<file path="config.mk">
export PLATFORM = sky130hd
export DESIGN_NAME = ccd_frame_ctrl
export DESIGN_NICKNAME = d
export VERILOG_FILES = /design/src/rtl/ccd_pkg.sv /design/src/rtl/edge_det.sv /design/src/rtl/ccd_frame_ctrl.sv
export SDC_FILE = /design/constraint.sdc
export NUM_CORES = 1
export LEC_CHECK = 0
export CAP_MARGIN = 20
export CORE_UTILIZATION = 40
export CTS_BUF_LIST = sky130_fd_sc_hd__clkbuf_8
export CTS_CLUSTER_SIZE = 30
export DETAILED_ROUTE_END_ITERATION = 10
export PLACE_DENSITY = 0.65
export SYNTH_ARGS = -nofsm -noshare
export SYNTH_HDL_FRONTEND = slang
export SYNTH_SLANG_ARGS = --single-unit
</file>
<file path="constraint.sdc">
create_clock -name clk -period 2.6 [get_ports clk]
set_input_delay 0.39 -clock clk [delete_from_list [all_inputs] [get_ports clk]]
set_output_delay 0.39 -clock clk [all_outputs]
set_load 0.02 [all_outputs]
</file>
<file path="src/rtl/ccd_pkg.sv">
`default_nettype none
// +------------------------------------------------------------------+
// | ccd_pkg : shared state encoding and frame-geometry defaults      |
// | Rev 1.0                                                          |
// +------------------------------------------------------------------+
package ccd_pkg;

  localparam int CNT_W          = 13;
  localparam int DUMMY_LEAD_DEF = 64;
  localparam int PIX_ACTIVE_DEF = 5340;

  typedef enum logic [2:0] {
    ST_IDLE    = 3'd0,
    ST_ARM     = 3'd1,
    ST_SKIP    = 3'd2,
    ST_CAPTURE = 3'd3,
    ST_DRAIN   = 3'd4
  } state_t;

endpackage
`default_nettype wire

</file>
<file path="src/rtl/edge_det.sv">
`default_nettype none
// +------------------------------------------------------------------+
// | edge_det : falling-edge detector, one registered copy of input   |
// | Rev 1.0                                                          |
// +------------------------------------------------------------------+
module edge_det (
  input  logic clk,
  input  logic rst,
  input  logic i_sig,
  output logic o_fall
);

  logic r_prev;

  // Held at 0 through reset so no edge can be reported on the first cycle.
  always_ff @(posedge clk or posedge rst) begin
    if (rst) r_prev <= 1'b0;
    else     r_prev <= i_sig;
  end

  assign o_fall = r_prev & ~i_sig;

endmodule
`default_nettype wire

</file>
<file path="src/rtl/ccd_frame_ctrl.sv">
`default_nettype none
// +------------------------------------------------------------------+
// | ccd_frame_ctrl : CCD line/frame capture sequencer with output reg|
// | Rev 1.0                                                          |
// +------------------------------------------------------------------+
module ccd_frame_ctrl
  import ccd_pkg::*;
#(
  parameter int ADC_W      = 12,
  parameter int DUMMY_LEAD = DUMMY_LEAD_DEF,
  parameter int PIX_ACTIVE = PIX_ACTIVE_DEF
) (
  input  logic             clk,
  input  logic             rst,
  input  logic             start,
  input  logic             cont,
  input  logic             abort,
  input  logic             sh,
  input  logic             sp,
  input  logic [ADC_W-1:0] adc_data,
  output logic [ADC_W-1:0] pix_data,
  output logic [CNT_W-1:0] pix_idx,
  output logic             pix_valid,
  input  logic             pix_ready,
  output logic             pix_last,
  output logic             busy,
  output logic             frame_done,
  output logic             overrun
);

  localparam logic [CNT_W-1:0] c_DUMMY_END = CNT_W'(DUMMY_LEAD - 1);
  localparam logic [CNT_W-1:0] c_PIX_END   = CNT_W'(PIX_ACTIVE - 1);

  state_t           r_state, w_next;
  logic [CNT_W-1:0] r_cnt;
  logic [ADC_W-1:0] r_pix_data;
  logic [CNT_W-1:0] r_pix_idx;
  logic             r_pix_valid, r_pix_last, r_frame_done, r_overrun, r_last_drop;
  logic             w_sh_fall, w_sp_fall;
  logic             w_accept, w_cap_evt, w_load, w_drop, w_restart, w_done, w_in_frame;

  edge_det u_sh_edge (.clk(clk), .rst(rst), .i_sig(sh), .o_fall(w_sh_fall));
  edge_det u_sp_edge (.clk(clk), .rst(rst), .i_sig(sp), .o_fall(w_sp_fall));

  assign w_in_frame = (r_state == ST_SKIP) || (r_state == ST_CAPTURE);
  assign w_accept   = r_pix_valid && pix_ready;
  assign w_restart  = w_in_frame && w_sh_fall && !abort;
  assign w_cap_evt  = (r_state == ST_CAPTURE) && w_sp_fall && !w_sh_fall && !abort;
  assign w_load     = w_cap_evt && (!r_pix_valid || pix_ready);
  assign w_drop     = w_cap_evt && r_pix_valid && !pix_ready;
  // A dropped last pixel never reaches the output, so DRAIN completes unconditionally.
  assign w_done     = (r_state == ST_DRAIN) && !abort &&
                      (r_last_drop || (w_accept && r_pix_last));

  always_ff @(posedge clk or posedge rst) begin
    if (rst) r_state <= ST_IDLE;
    else     r_state <= w_next;
  end

  always_comb begin
    w_next = r_state;
    if (abort) begin
      w_next = ST_IDLE;
    end else begin
      case (r_state)
        ST_IDLE:    if (start) w_next = ST_ARM;
        ST_ARM:     if (w_sh_fall) w_next = ST_SKIP;
        ST_SKIP:    if (w_sh_fall) w_next = ST_SKIP;
                    else if (w_sp_fall && r_cnt == c_DUMMY_END) w_next = ST_CAPTURE;
        ST_CAPTURE: if (w_sh_fall) w_next = ST_SKIP;
                    else if (w_sp_fall && r_cnt == c_PIX_END) w_next = ST_DRAIN;
        ST_DRAIN:   if (w_done) w_next = cont ? ST_ARM : ST_IDLE;
        default:    w_next = ST_IDLE;
      endcase
    end
  end

  always_ff @(posedge clk or posedge rst) begin
    if (rst) begin
      r_cnt        <= '0;
      r_pix_data   <= '0;
      r_pix_idx    <= '0;
      r_pix_valid  <= 1'b0;
      r_pix_last   <= 1'b0;
      r_frame_done <= 1'b0;
      r_overrun    <= 1'b0;
      r_last_drop  <= 1'b0;
    end else begin
      r_frame_done <= w_done;
      if (abort) begin
        r_cnt       <= '0;
        r_pix_valid <= 1'b0;
        r_pix_last  <= 1'b0;
        r_last_drop <= 1'b0;
      end else begin
        if (w_sh_fall && (w_in_frame || r_state == ST_ARM))
          r_cnt <= '0;
        else if (w_sp_fall && r_state == ST_SKIP)
          r_cnt <= (r_cnt == c_DUMMY_END) ? '0 : r_cnt + 1'b1;
        else if (w_cap_evt)
          r_cnt <= r_cnt + 1'b1;

        if (w_load) begin
          r_pix_data  <= adc_data;
          r_pix_idx   <= r_cnt;
          r_pix_valid <= 1'b1;
          r_pix_last  <= (r_cnt == c_PIX_END);
        end else if (w_accept) begin
          r_pix_valid <= 1'b0;
        end

        if (w_cap_evt && r_cnt == c_PIX_END)
          r_last_drop <= w_drop;
      end

      if (r_state == ST_IDLE && start && !abort) r_overrun <= 1'b0;
      else if (w_drop || w_restart)              r_overrun <= 1'b1;
    end
  end

  assign pix_data   = r_pix_data;
  assign pix_idx    = r_pix_idx;
  assign pix_valid  = r_pix_valid;
  assign pix_last   = r_pix_last;
  assign busy       = (r_state != ST_IDLE);
  assign frame_done = r_frame_done;
  assign overrun    = r_overrun;

endmodule
`default_nettype wire

</file>
==> results of run 1 <==
-- routing by layer --
layer  global-route usage (%)  vias to the layer above
met5                        0                        -
met4                     7.59                        0
met3                     4.53                        5
met2                     28.0                       46
met1                     23.5                      867
li1                         -                      861
-- cell usage after synthesis (2+ instances only) --
cell type / instances
dfrtp_1: 48
mux2_2: 23
a21oi_1: 13
nand3_1: 10
o21ai_0: 10
nand2_1: 9
inv_1: 7
or3_1: 6
nand4_1: 5
nor2b_1: 5
o31ai_1: 5
buf_6: 4
nand2b_1: 4
nor4_1: 4
or4_1: 4
and3_1: 3
buf_2: 3
nor2_1: 3
nor3_1: 3
or2_2: 3
buf_4: 2
clkbuf_1: 2
ha_1: 2
mux2_1: 2
nand3b_1: 2
-- worst min path at each step --
stage                             to        from  cells after the start
global placement          pix_idx[1]  pix_idx[1]                      1
detailed placement        pix_idx[1]  pix_idx[1]                      1
floorplan           u_sh_edge.r_prev          sh                      0
finish                    pix_idx[1]  pix_idx[1]                      1
global route              pix_idx[1]  pix_idx[1]                      1
CTS                       pix_idx[1]  pix_idx[1]                      1
-- kinds of logic (layout without fill, tap and decap cells) --
family / count (synthesis) / in the layout / share of synthesized area, %
flip-flops: 48 / 48 / 51.4
AO/OA/AOI/OAI: 39 / 39 / 10.5
AND/OR/NAND/NOR: 71 / 71 / 19.5
XOR/XNOR: 1 / 1 / 0.375
adder cells (fa/ha/maj): 2 / 2 / 1.07
buffers and inverters: 18 / 69 / 4.66
multiplexers: 26 / 26 / 12.5
-- state kept, by name, summed over array words and instances, names as in the netlist --
register and count:
frame_done 1, overrun 1, pix_data 12, pix_idx 13, pix_last 1, pix_valid 1
r_cnt 13, r_last_drop 1, r_state 3, u_sh_edge.r_prev 1, u_sp_edge.r_prev 1
-- stage by stage --
step           worst slack [ns]  instance area (sq um)
3_5_place_dp              0.291                   2910
6_report                  0.584                   3000
4_1_cts                   0.568                   3000
2_1_floorplan             0.778                   2340
5_1_grt                   0.473                   3000
3_3_place_gp              0.308                   2910
-- area by class of cell --
class                           instances  area, sq um  area share, %
Clock buffer                            6         82.6           2.76
Clock inverter                          1         8.76          0.292
Inverter                                7         26.3          0.877
Multi-Input combinational cell        139         1030           34.3
Sequential cell                        48         1200           40.1
Tap cell                               72         90.1           3.01
Timing Repair Buffer                   55          561           18.7
-- power breakdown --
| group | total (mW) | switching, mW | internal [mW] |
|---|---|---|---|
| Combinational | 0.312 | 0.154 | 0.158 |
| Clock | 0.466 | 0.254 | 0.213 |
| Sequential | 0.826 | 0.0370 | 0.789 |
==> impl_metrics.py, run 1 <==
metrics = {
    "critical_path": {
        "cp-start-kind": "flip-flop",
        "crit_type": "flip-flop to primary output",
        "r2r_setup_slack_ns": 0.75,
        "worstPathCellList": "inv_1 -> nand2_1 -> clkdlybuf4s50_1",
        "cp.arrival_ns": 1.63,
        "critPathBufInv": 2,
        "r2r-start": "r_state[2]",
        "path_delay_family": "buffers and inverters",
        "critPathLaunch": "r_state[2]",
        "required_ns": 2.21,
        "slowest_delay_ns": 0.60,
        "worstReg2RegEnd": "r_cnt[11]",
        "cp_max_fo": 10,
        "cp_slowest_cell": "clkdlybuf4s50_1",
        "r2r_cells": 5,
        "end_kind": "primary output",
        "path_depth": 3,
        "crit_end": "busy",
    },
    "timing": {
        "min_period_ns": 2.02,
        "period_share_pct": 77.5,
        "hold_viol": 0,
        "max_slew.worst_pin.slew_ns": 0.604,
        "finalSetupTns_ns": 0,
        "maxSlewHeadroom_pct": 59.8,
        "drv_slew": 0,
        "rsz0062_at_grt": "false",
        "setup_viol_count_final": 0,
        "hold_ws_ns": 0.488,
        "clock_skew_ns": 0.00620,
        "max_freq_mhz": 496,
    },
    "synth": {
        "synthArstFlopShare_pct": 100,
        "ys_seq_elements": 48,
        "ys.flop_type": "dfrtp_1",
        "yosysSeqAreaShare_pct": 51.4,
        "postSynthAreaPerCell_sq_um": 11.4,
        "synth.largest_area_cell": "dfrtp_1",
        "synth.distinct_cells": 48,
        "synth_cells": 205,
        "yosysWarningCount": 0,
        "synth-edff-count": 0,
        "yosys-top-cells-area": "dfrtp_1, mux2_2, a21oi_1, nand3_1, o21ai_0",
        "netlist_area_sq_um": 2340,
        "syn-num-nets": 227,
        "yosys.area.top_type_share_pct": 51.4,
    },
    "routing": {
        "vias": 1779,
        "drt-initial-drc-count": 91,
        "wire_per_inst_microns": 14.8,
        "m1WireLength_microns": 2300,
        "wl_met2_microns": 2230,
        "postRouteAntennaNets": 0,
        "vias_per_cell": 5.42,
        "firstDrtPassIters": 4,
        "top_layer": "met4",
        "met3_length_microns": 251,
        "drc": 0,
        "drt_wl_total_microns": 4850,
    },
    "place": {
        "post-dp-hpwl_microns": 3410,
        "portBuffers": 49,
        "gp_congestion": 0.824,
        "dp_cells": 321,
    },
    "clock_tree": {
        "cts-hold-fix-buffers": 0,
        "htreeDepth": 2,
        "worst_skew_pair.late_latency_ns": 0.30,
        "cts_resized": 0,
        "cts_tree": "done",
        "cts_buffers": 5,
        "clock_path_buffers": 2,
        "root_buffer": "clkbuf_8",
        "numClockSinks": 48,
        "post_cts_buffers": 0,
        "clk_pin_slew_worst_paths_ns": 0.09,
    },
    "floorplan": {
        "io_pins": 50,
        "rows": 27,
        "coreArea_sq_um": 5570,
        "initial_core_util_pct": 41.9,
        "die_h_microns": 78.4,
        "floorplan.die.width_microns": 78.4,
        "die-area_sq_um": 6150,
    },
    "grt": {
        "grtUsageTotal_pct": 17.9,
        "antenna_found_initial": 0,
        "grt-ovfl-total": 0,
        "grt_pass1_wl_microns": 8650,
        "first_global_vias": 1768,
        "grt_max_degree": 49,
    },
    "final_layout": {
        "drive_above_1_share_pct": 18.4,
        "final_cell_mix": "clkdlybuf4s50_1, dfrtp_1, mux2_2, a21oi_1",
        "diodes": 0,
        "layout.nets": 278,
        "utilization_pct": 53.8,
        "final_cells": 328,
        "final_common_cell": "clkdlybuf4s50_1",
        "area_growth_pct": 28.2,
        "fillers": 531,
    },
    "power": {
        "p_leak_nw": 1.25,
        "vdd_drop_max_uv": 291,
        "p_per_area_nw_per_um2": 535,
        "power_mw": 1.60,
    },
    "job": {
        "max-cap-violations": 0,
    },
    "hold_path": {
        "hp-class": "flip-flop to flip-flop",
    },
    "status": {
        "status": "completed",
    },
}
Note: power is estimated with default switching activity, not from simulation.
==> run 2: changes to the inputs <==
==> constraint.sdc (replaced) <==
create_clock -name clk -period 1.9 [get_ports clk]
set_input_delay 0.285 -clock clk [delete_from_list [all_inputs] [get_ports clk]]
set_output_delay 0.285 -clock clk [all_outputs]
set_load 0.02 [all_outputs]
==> run 2 against run 1 <==
Register-to-register slack worse by 0.63 ns. Via count is 5.3% higher. Clock-buffer cell count is 1 lower. Global-route usage is 0.35 points higher. Final cell count is 7.6% higher. Clock power is 92% higher. Largest cell class unchanged. Highest routed layer unchanged.
==> impl_metrics.py, run 2 (synthesized netlist as in run 1, its figures left out) <==
metrics = {
    "timing": {
        "maxSlewHeadroom_pct": 76.6,
        "min_period_ns": 1.78,
        "finalSetupTns_ns": 0,
        "hold_viol": 0,
        "rsz0062_at_grt": "false",
        "drv_slew": 0,
        "max_freq_mhz": 561,
        "setup_viol_count_final": 0,
        "period_share_pct": 93.8,
        "clock_skew_ns": 0.00958,
        "max_slew.worst_pin.slew_ns": 0.351,
    },
    "final_layout": {
        "area_growth_pct": 37.7,
        "diodes": 0,
        "final_cells": 353,
        "final_area_sq_um": 3220,
        "final_cell_mix": "clkdlybuf4s50_1, dfrtp_1, buf_4, mux2_2, a21oi_1",
        "drive_above_1_share_pct": 26.7,
        "final_common_cell": "clkdlybuf4s50_1",
        "layout.nets": 302,
        "utilization_pct": 57.7,
    },
    "grt": {
        "first_global_vias": 1831,
        "grtUsageTotal_pct": 18.3,
        "grt-ovfl-total": 0,
        "antenna_found_initial": 0,
        "grt_pass1_wl_microns": 8760,
        "grt_max_degree": 28,
    },
    "routing": {
        "vias": 1873,
        "postRouteAntennaNets": 0,
        "firstDrtPassIters": 4,
        "drt-initial-drc-count": 88,
        "wire_per_inst_microns": 14.1,
        "vias_per_cell": 5.31,
        "drc": 0,
        "drt_wl_total_microns": 4990,
    },
    "critical_path": {
        "worstPathCellList": "and4bb_4 -> a221oi_2 -> buf_4 -> or4_1 -> a21oi_1",
        "crit_type": "flip-flop to flip-flop",
        "end_kind": "flip-flop",
        "cp.arrival_ns": 2.02,
        "required_ns": 2.14,
        "r2r_cells": 5,
        "cp_slowest_cell": "or4_1",
        "cp-start-kind": "flip-flop",
        "slowest_delay_ns": 0.50,
        "cp_max_fo": 13,
        "r2r_setup_slack_ns": 0.12,
    },
    "job": {
        "max-cap-violations": 0,
    },
    "clock_tree": {
        "cts-hold-fix-buffers": 0,
        "root_buffer": "clkbuf_8",
        "post_cts_buffers": 0,
        "worst_skew_pair.late_latency_ns": 0.31,
        "htreeDepth": 2,
        "cts_tree": "done",
        "numClockSinks": 48,
        "clock_path_buffers": 2,
        "cts_buffers": 5,
        "clk_pin_slew_worst_paths_ns": 0.09,
    },
    "power": {
        "clkPwrFrac_pct": 35.9,
        "pwr-share-comb_pct": 19.2,
        "power_mw": 2.48,
        "intPower_mw": 1.85,
        "switching_share_pct": 25.4,
        "vdd_drop_max_uv": 481,
        "p_switching_mw": 0.632,
        "p_leak_nw": 1.39,
        "power_frac_seq_pct": 44.9,
        "p_per_area_nw_per_um2": 772,
    },
    "place": {
        "post-dp-hpwl_microns": 3620,
        "dpl_cell_area_sq_um": 3070,
        "portBuffers": 49,
        "gp_congestion": 0.844,
        "dp_cells": 345,
    },
    "floorplan": {
        "die-area_sq_um": 6150,
        "die_h_microns": 78.4,
        "initial_core_util_pct": 41.9,
        "coreArea_sq_um": 5570,
        "rows": 27,
        "io_pins": 50,
        "floorplan.die.width_microns": 78.4,
    },
    "status": {
        "status": "completed",
    },
    "hold_path": {
        "hp-class": "input pin to asynchronous set/reset pin",
    },
}
## run 2: power groups by stage
stage               Clock, mW  Combinational (mW)  Sequential, mW
finish                  0.893               0.476            1.12
global route            0.956               0.513            1.13
CTS                     0.924               0.482            1.12
floorplan                   0               0.206            1.19
detailed placement          0               0.486            1.14
global placement            0               0.486            1.14
## run 2: critical path, delay by kind of cell, from the launching register on
family | cells | cell delay, ns
buffers and inverters | 1 | 0.18
DFF | 1 | 0.48
and+or+nand+nor | 2 | 0.85
AOI/OAI and AO/OA | 2 | 0.21
## run 2: path summary, 6_finish.rpt
kind,to,from
min in group clk,pix_idx[1],pix_idx[1]
worst min register to register,pix_idx[1],pix_idx[1]
worst max register to register,r_cnt[12],r_state[2]
worst min-delay path,pix_data[4],rst
max in group asynchronous,r_cnt[1],rst
worst max-delay path,r_cnt[12],r_state[2]
## run 2: timing repair
action                                 4_1_cts  5_1_grt
endpoints found under the hold margin        0        0
cloned                                       0        0
resized for setup                            1        3
setup endpoints to repair                    1        7
pin swaps                                    0        0
## run 2: metal layers
metal	GRT usage, %	vias to the layer above	wire, microns
li1	-	913	-
met1	25.0	907	2490
met2	28.4	47	2240
met3	3.49	6	176
met4	7.22	0	75
met5	0	-	0
## run 2: layout make-up
| class | count | area [sq um] |
|---|---|---|
| Multi-Input combinational cell | 139 | 1030 |
| Timing Repair Buffer | 79 | 727 |
| Fill cell | 494 | 2360 |
| Inverter | 7 | 26.3 |
| Clock inverter | 3 | 68.8 |
| Tap cell | 72 | 90.1 |
| Clock buffer | 5 | 68.8 |
| Sequential cell | 48 | 1200 |
## run 2: per-stage QoR
step | setup slack, ns | hold WS (ns)
after floorplan | 0.0778 | 0.316
after global placement | -0.169 | 0.468
after detailed placement | -0.172 | 0.477
after CTS | 0.0648 | 0.370
after global routing | 0.0151 | 0.402
final | 0.118 | 0.368
==> run 3: changes to the inputs <==
--- a/config.mk
+++ b/config.mk
@@ -10,7 +10,7 @@
 export CTS_BUF_LIST = sky130_fd_sc_hd__clkbuf_8
 export CTS_CLUSTER_SIZE = 30
 export DETAILED_ROUTE_END_ITERATION = 10
-export PLACE_DENSITY = 0.65
+export PLACE_DENSITY = 0.75
 export SYNTH_ARGS = -nofsm -noshare
 export SYNTH_HDL_FRONTEND = slang
 export SYNTH_SLANG_ARGS = --single-unit
==> run 3 against run 2 <==
Wire length up 2.2%. Die area unchanged. Largest power group unchanged. Critical path type unchanged. Combinational power down 3%. Sequential share of layout area about the same. Design area up 0.19%. Clock skew down 0.0033 ns.
==> impl_metrics.py, run 3 (synthesized netlist as in run 1, its figures left out) <==
metrics = {
    "status": {
        "status": "completed",
    },
    "timing": {
        "maxSlewHeadroom_pct": 79.8,
        "min_period_ns": 1.80,
        "drv_slew": 0,
        "setup_viol_count_final": 0,
        "hold_viol": 0,
        "period_share_pct": 94.8,
        "clock_skew_ns": 0.00624,
        "max_slew.worst_pin.slew_ns": 0.300,
        "max_freq_mhz": 555,
    },
    "critical_path": {
        "cp.arrival_ns": 2.03,
        "crit_type": "flip-flop to flip-flop",
        "end_kind": "flip-flop",
        "slowest_delay_ns": 0.51,
        "worstPathCellList": "and4bb_4 -> a221oi_2 -> buf_4 -> or4_1 -> a21oi_1",
        "required_ns": 2.13,
        "cp_slowest_cell": "or4_1",
        "cp-start-kind": "flip-flop",
        "cp_max_fo": 18,
    },
    "grt": {
        "grt_max_degree": 49,
        "grtUsageTotal_pct": 18.8,
        "antenna_found_initial": 0,
        "grt-ovfl-total": 0,
        "first_global_vias": 1894,
        "grt_pass1_wl_microns": 8960,
    },
    "final_layout": {
        "final_cells": 350,
        "final_common_cell": "clkdlybuf4s50_1",
        "layout.nets": 299,
        "final_cell_mix": "clkdlybuf4s50_1, dfrtp_1, buf_4, mux2_2, a21oi_1",
        "area_growth_pct": 38.0,
        "diodes": 0,
        "drive_above_1_share_pct": 27.3,
    },
    "floorplan": {
        "initial_core_util_pct": 41.9,
        "floorplan.die.width_microns": 78.4,
        "die_h_microns": 78.4,
        "rows": 27,
        "coreArea_sq_um": 5570,
        "die-area_sq_um": 6150,
        "io_pins": 50,
    },
    "routing": {
        "vias": 1885,
        "wire_per_inst_microns": 14.6,
        "firstDrtPassIters": 4,
        "drt_wl_total_microns": 5100,
        "postRouteAntennaNets": 0,
        "vias_per_cell": 5.39,
        "drt-initial-drc-count": 114,
        "drc": 0,
    },
    "power": {
        "p_switching_mw": 0.626,
        "p_leak_nw": 1.38,
        "power_mw": 2.47,
        "switching_share_pct": 25.3,
        "clkPwrFrac_pct": 35.9,
        "p_per_area_nw_per_um2": 766,
        "power_frac_seq_pct": 45.3,
        "pwr-share-comb_pct": 18.8,
        "vdd_drop_max_uv": 772,
        "intPower_mw": 1.85,
    },
    "place": {
        "dp_cells": 342,
        "gp_congestion": 0.877,
        "portBuffers": 49,
        "post-dp-hpwl_microns": 3750,
    },
    "clock_tree": {
        "cts_buffers": 5,
        "htreeDepth": 2,
        "clk_pin_slew_worst_paths_ns": 0.09,
        "root_buffer": "clkbuf_8",
        "cts_tree": "done",
        "post_cts_buffers": 0,
        "clock_path_buffers": 2,
        "numClockSinks": 48,
        "worst_skew_pair.late_latency_ns": 0.31,
        "cts-hold-fix-buffers": 0,
    },
    "hold_path": {
        "hp-class": "input pin to asynchronous set/reset pin",
    },
    "job": {
        "max-cap-violations": 0,
    },
}
## run 3: area by class of cell
type | count | area (sq um)
Inverter | 7 | 26.3
Tap cell | 72 | 90.1
Timing Repair Buffer | 76 | 717
Fill cell | 470 | 2350
Multi-Input combinational cell | 139 | 1050
Clock buffer | 5 | 68.8
Clock inverter | 3 | 68.8
Sequential cell | 48 | 1200
## run 3: repair_timing
action,in CTS,in global routing
gates resized for setup,1,7
pin swaps,0,1
setup endpoints to repair,1,11
hold endpoints to repair,0,0
## run 3: worst max-delay path: cells and delay by family, from the launching register on
family,cells,cell delay [ns]
AOI/OAI and AO/OA,2,0.23
buffers and inverters,1,0.20
DFF,1,0.47
and+or+nand+nor,2,0.84
## run 3: power groups by stage
stage | clock, mW | combinational (mW) | sequential [mW]
after floorplan | 0 | 0.206 | 1.19
after global placement | 0 | 0.466 | 1.14
after detailed placement | 0 | 0.469 | 1.14
after CTS | 0.906 | 0.465 | 1.12
after global routing | 0.949 | 0.501 | 1.13
final | 0.888 | 0.464 | 1.12
## run 3: stage by stage
| step | TNS [ns] | setup WS, ns | util [%] | hold WS [ns] | cell area, sq um |
|---|---|---|---|---|---|
| 2_1_floorplan | 0 | 0.0778 | - | 0.316 | 2340 |
| 3_3_place_gp | -5.57 | -0.187 | 54.9 | 0.471 | 3060 |
| 3_5_place_dp | -6.29 | -0.200 | 54.9 | 0.480 | 3060 |
| 4_1_cts | 0 | 0.0222 | 57.4 | 0.329 | 3200 |
| 5_1_grt | -0.0108 | -0.0108 | 57.8 | 0.336 | 3220 |
| 6_report | 0 | 0.0982 | 57.8 | 0.331 | 3220 |
## run 3: worst paths after layout
kind                         endpoint  startpoint  depth (start not counted)  slack, ns
setup / recovery            r_cnt[11]  r_state[2]                          5        0.1
hold / removal             pix_idx[4]         rst                          3       0.33
setup reg to reg            r_cnt[11]  r_state[2]                          5        0.1
hold reg to reg            pix_idx[1]  pix_idx[1]                          1       0.49
max in group asynchronous    r_cnt[0]         rst                          3       1.34
min in group clk           pix_idx[1]  pix_idx[1]                          1       0.49
## run 3: layer usage
layer | routed length, microns | GRT usage, % | part of all wire (%) | vias up
met4 | 63 | 6.67 | 1.2 | 0
met2 | 2550 | 31.2 | 50 | 56
li1 | - | - | - | 900
met3 | 271 | 4.53 | 5.3 | 6
met5 | 0 | 0 | 0 | -
met1 | 2210 | 23.7 | 43 | 923
==> variant 1: new RTL, config.mk and constraints of run 3 <==
Set the parameter `ADC_W` to 8 (it was 12).
--- a/src/rtl/ccd_frame_ctrl.sv
+++ b/src/rtl/ccd_frame_ctrl.sv
@@ -6,7 +6,7 @@
 module ccd_frame_ctrl
   import ccd_pkg::*;
 #(
-  parameter int ADC_W      = 12,
+  parameter int ADC_W      = 8,
   parameter int DUMMY_LEAD = DUMMY_LEAD_DEF,
   parameter int PIX_ACTIVE = PIX_ACTIVE_DEF
 ) (
Interface: changed (resized adc_data and pix_data); port bits go from 50 to 42. No check against the original RTL was run, so the function may have changed too.
==> variant 1 against run 3 <==
Non-clock buffer count stayed put. Power is 26% lower. Critical path depth is 1 lower. Final area is 4.9% lower. Sequential cell count is 4 lower. Routed wire length is 0.57% lower. Synthesized area is 4.4% lower. Worst setup slack worse by 93 ps. Largest cell class unchanged. Highest routed layer unchanged.
==> variant 1: results <==
run_status:
  status: "complete, no violations"
global_routing:
  grtUsageMet3_pct: 4.64
  grt_antenna_before_repair: 0
  use_met2_pct: 29.7
  grt_pass1_wl_mm: 8.65
  grt_max_degree: 45
  grt_usage_pct: 18.3
  grt_pass1_vias: 1896
  grt_use_met1_pct: 23.5
route:
  first_iter_violations: 194
  first_pass_iters: 4
  routed_wl_mm: 5.07
  viasPerCell: 5.35
logic_synthesis:
  ys_seq_area_share_pct: 49.3
  synth_compound_area_share_pct: 12.9
  synth_fp_nets: 220
  synth_cell_type_count: 43
  synth_area_leaders: "dfrtp_1 (49%), mux2_2 (11%), mux2i_1 (5.4%), o211ai_1 (4.0%), nand2_1 (2.4%)"
  ys_warn_count: 0
  synth_ff_type: "dfrtp_1"
  synthXorXnorAreaFrac_pct: 0
  yosys-mux-area-fraction_pct: 16.0
  synth_top_cells_by_count: "dfrtp_1 (44), mux2_2 (21), nand2_1 (14)"
  synthAdderAreaFrac_pct: 1.12
  synthArstFlopShare_pct: 100
clock_network:
  numCtsBuffers: 5
  path_clk_slew_ps: 80
  clk_path_buf_depth: 2
  insertion_delay_ps: 290
  htreeDepth: 2
  cts-root-buf: "clkbuf_8"
layout:
  diodes: 0
  drive_gt1_share_pct: 28.2
  nets: 291
worst_setup_path:
  cp_data_arrival_time_ps: 2080
  crit_fanout: 3
sta:
  finClkSkew_ps: 4.64
  worst_pin_slew_ps: 303
placement:
  port_buffers: 41
  place_ws_ps: -268
  placed_area_sq_um: 2910
  gp_congestion: 0.832
  dp_hpwl_mm: 3.49
pwr:
  ir_drop_uv: 364
  p_leak_nw: 1.33
hold_path:
  hold_path.class: "input port to async pin"
## variant 1: power breakdown
part / total, mW / switching [mW] / internal (mW)
logic: 0.233 / 0.114 / 0.119
registers: 0.965 / 0.0109 / 0.954
clock network: 0.620 / 0.297 / 0.324
## variant 1: what timing repair did
action                     in CTS  in global routing
setup endpoints to repair       2                  8
resized for setup               4                  5
setup buffers                   0                  4
pin swaps                       3                  0
## variant 1: worst paths after layout
kind                             start          end  slack, ps  cells after the start
min                                rst  pix_data[7]        330                      3
min reg2reg                pix_data[5]  pix_data[5]        510                      1
max                          r_cnt[11]   r_state[1]          5                      4
max reg2reg                  r_cnt[11]   r_state[1]          5                      4
max in group asynchronous          rst   r_state[2]       1340                      3
min in group clk           pix_data[5]  pix_data[5]        510                      1
## variant 1: cells by family (layout without fill, tap and decap cells)
| logic type | Yosys count | after routing |
|---|---|---|
| AND/OR/NAND/NOR | 59 | 59 |
| adder cells (fa/ha/maj) | 2 | 2 |
| AO/OA/AOI/OAI | 40 | 40 |
| multiplexers | 33 | 33 |
| flip-flops | 44 | 44 |
| buffers and inverters | 24 | 95 |
## variant 1: worst max-delay path: stages (launching register included)
cell and delay (ps):
dfrtp_1 390, or3_4 390, or4_4 450, o41a_2 380, o21a_1 170
## variant 1: per-stage QoR
stage	setup TNS, ps	std cells
finish	0	343
global route	-15.1	343
CTS	0	339
detailed placement	-5630	332
global placement	-4380	332
floorplan	0	202
## variant 1: layout make-up
type                       count  area, sq um
timing repair buffer          76          688
sequential                    44         1100
fill                         448         2170
inverter                      12         45.0
multi-input combinational    134         1050
tap                           70         87.6
clock buffer                   7         96.3
## variant 1: per-layer routing
metal | part of all wire [%] | wire (microns)
met1 | 45 | 2290
met5 | 0 | 0
met2 | 49 | 2480
met3 | 4.9 | 250
met4 | 1.0 | 52
==> variant 2: new RTL, flow settings as in run 3 <==
Without the edit above. Make the reset (`rst`) synchronous in 3 clocked blocks.
--- a/src/rtl/edge_det.sv
+++ b/src/rtl/edge_det.sv
@@ -13,7 +13,7 @@
   logic r_prev;
 
   // Held at 0 through reset so no edge can be reported on the first cycle.
-  always_ff @(posedge clk or posedge rst) begin
+  always_ff @(posedge clk) begin
     if (rst) r_prev <= 1'b0;
     else     r_prev <= i_sig;
   end
--- a/src/rtl/ccd_frame_ctrl.sv
+++ b/src/rtl/ccd_frame_ctrl.sv
@@ -52,7 +52,7 @@
   assign w_done     = (r_state == ST_DRAIN) && !abort &&
                       (r_last_drop || (w_accept && r_pix_last));
 
-  always_ff @(posedge clk or posedge rst) begin
+  always_ff @(posedge clk) begin
     if (rst) r_state <= ST_IDLE;
     else     r_state <= w_next;
   end
@@ -75,7 +75,7 @@
     end
   end
 
-  always_ff @(posedge clk or posedge rst) begin
+  always_ff @(posedge clk) begin
     if (rst) begin
       r_cnt        <= '0;
       r_pix_data   <= '0;
Check against the original RTL: differs if rst is asserted again (counterexample within 4 cycles, from zero or initial values and one cycle with rst high); with rst held inactive, the same outputs for 10 cycles.
==> variant 2 against run 3 <==
Sequential cell count stayed put. Via count is 5.1% higher. Sequential share of layout area fell by 5.0 points. Final area decreased by 7.6%. Synthesized area shrank 9.3%. Routed wire length is 1.1% lower. Worst setup slack better by 3.5 ps. Count of clock-buffer cells in the layout up 1. Utilization is 0.51 points higher.
Power is not compared: it rests on default switching activity, and its combinational part moved more than twofold at a synthesized area within 25%.
==> variant 2: results <==
logic_synthesis:
  syn_area_per_cell_sq_um: 8.44
  synth_ff_type: "dfxtp_1"
  synth_area_leaders: "dfxtp_1 (45%), nand2_1 (11%), a21oi_1 (6.6%), xnor2_1 (3.7%), nor2_1 (3.5%)"
  synth_fp_nets: 272
  synth_top_cells_by_count: "nand2_1 (64), dfxtp_1 (48), a21oi_1 (28)"
  synth_compound_area_share_pct: 12.2
route:
  wl_met3_microns: 214
  first_iter_violations: 127
  drt-met1-wl_mm: 2.29
  routed_wl_mm: 5.04
  wl_met2_mm: 2.46
  drt-wirelength-per-cell_microns: 12.8
run_status:
  status: "complete, no violations"
global_routing:
  grt_pass1_vias: 1829
  grt_pass1_wl_mm: 8.02
  grt_usage_pct: 18.6
  grt_max_degree: 27
placement:
  place_ws_ps: -196
  placed_area_sq_um: 2870
  gp_congestion: 0.953
layout:
  drive_gt1_share_pct: 16.9
  fillers: 473
sta:
  finClkSkew_ps: 5.03
  worst_pin_slew_ps: 497
worst_setup_path:
  r2r_start: "r_cnt[10]"
clock_network:
  insertion_delay_ps: 290
hold_path:
  hold_path.class: "flip-flop to flip-flop"
-- variant 2: changes by cell type after synthesis, sizes merged, moves of 5 or more --
cell / before / now
xnor2: 0 / 9
o21ai: 10 / 4
or3: 6 / 1
dfrtp: 48 / 0
nand3: 10 / 4
nor2: 3 / 20
dfxtp: 0 / 48
mux2: 25 / 0
nand2: 9 / 64
nor4: 4 / 11
a21oi: 14 / 29
-- variant 2: layout make-up --
class | count | area (sq um) | share of cell area (%)
clock buffer | 6 | 82.6 | 2.77
clock inverter | 2 | 13.8 | 0.462
inverter | 3 | 11.3 | 0.378
multi-input combinational | 188 | 1090 | 36.5
sequential | 48 | 965 | 32.4
tap | 70 | 87.6 | 2.94
timing repair buffer | 78 | 732 | 24.6
-- variant 2: final timing paths --
kind / endpoint / slack [ps] / depth (start not counted)
worst max-delay path: r_state[0] / 100 / 5
worst min register to register: pix_idx[7] / 460 / 2
worst max register to register: r_state[0] / 100 / 5
worst min-delay path: pix_idx[7] / 460 / 2
-- variant 2: critical path, stage by stage (launching register included) --
cell	delay (ps)
dfxtp_2	340
or4_4	560
nor4_4	340
nor4_2	70
nor4_2	200
mux2i_1	220
-- variant 2: kinds of logic (layout without fill, tap and decap cells) --
logic type / Yosys count / in the layout
mux: 1 / 1
flops: 48 / 48
fa+ha+maj: 1 / 1
buf+inv: 15 / 89
simple gates: 131 / 131
compound gates: 45 / 45
xor+xnor: 10 / 10
-- variant 2: timing repair --
item	CTS	global route
pin swaps	2	0
endpoints found under the setup margin	2	12
resized for setup	1	4
-- variant 2: report_power, final --
group / leakage [nW] / internal (mW) / switching, mW
Combinational: 0.547 / 0.0664 / 0.0524
Clock: 0.0516 / 0.298 / 0.335
Sequential: 0.389 / 1.01 / 0.00158
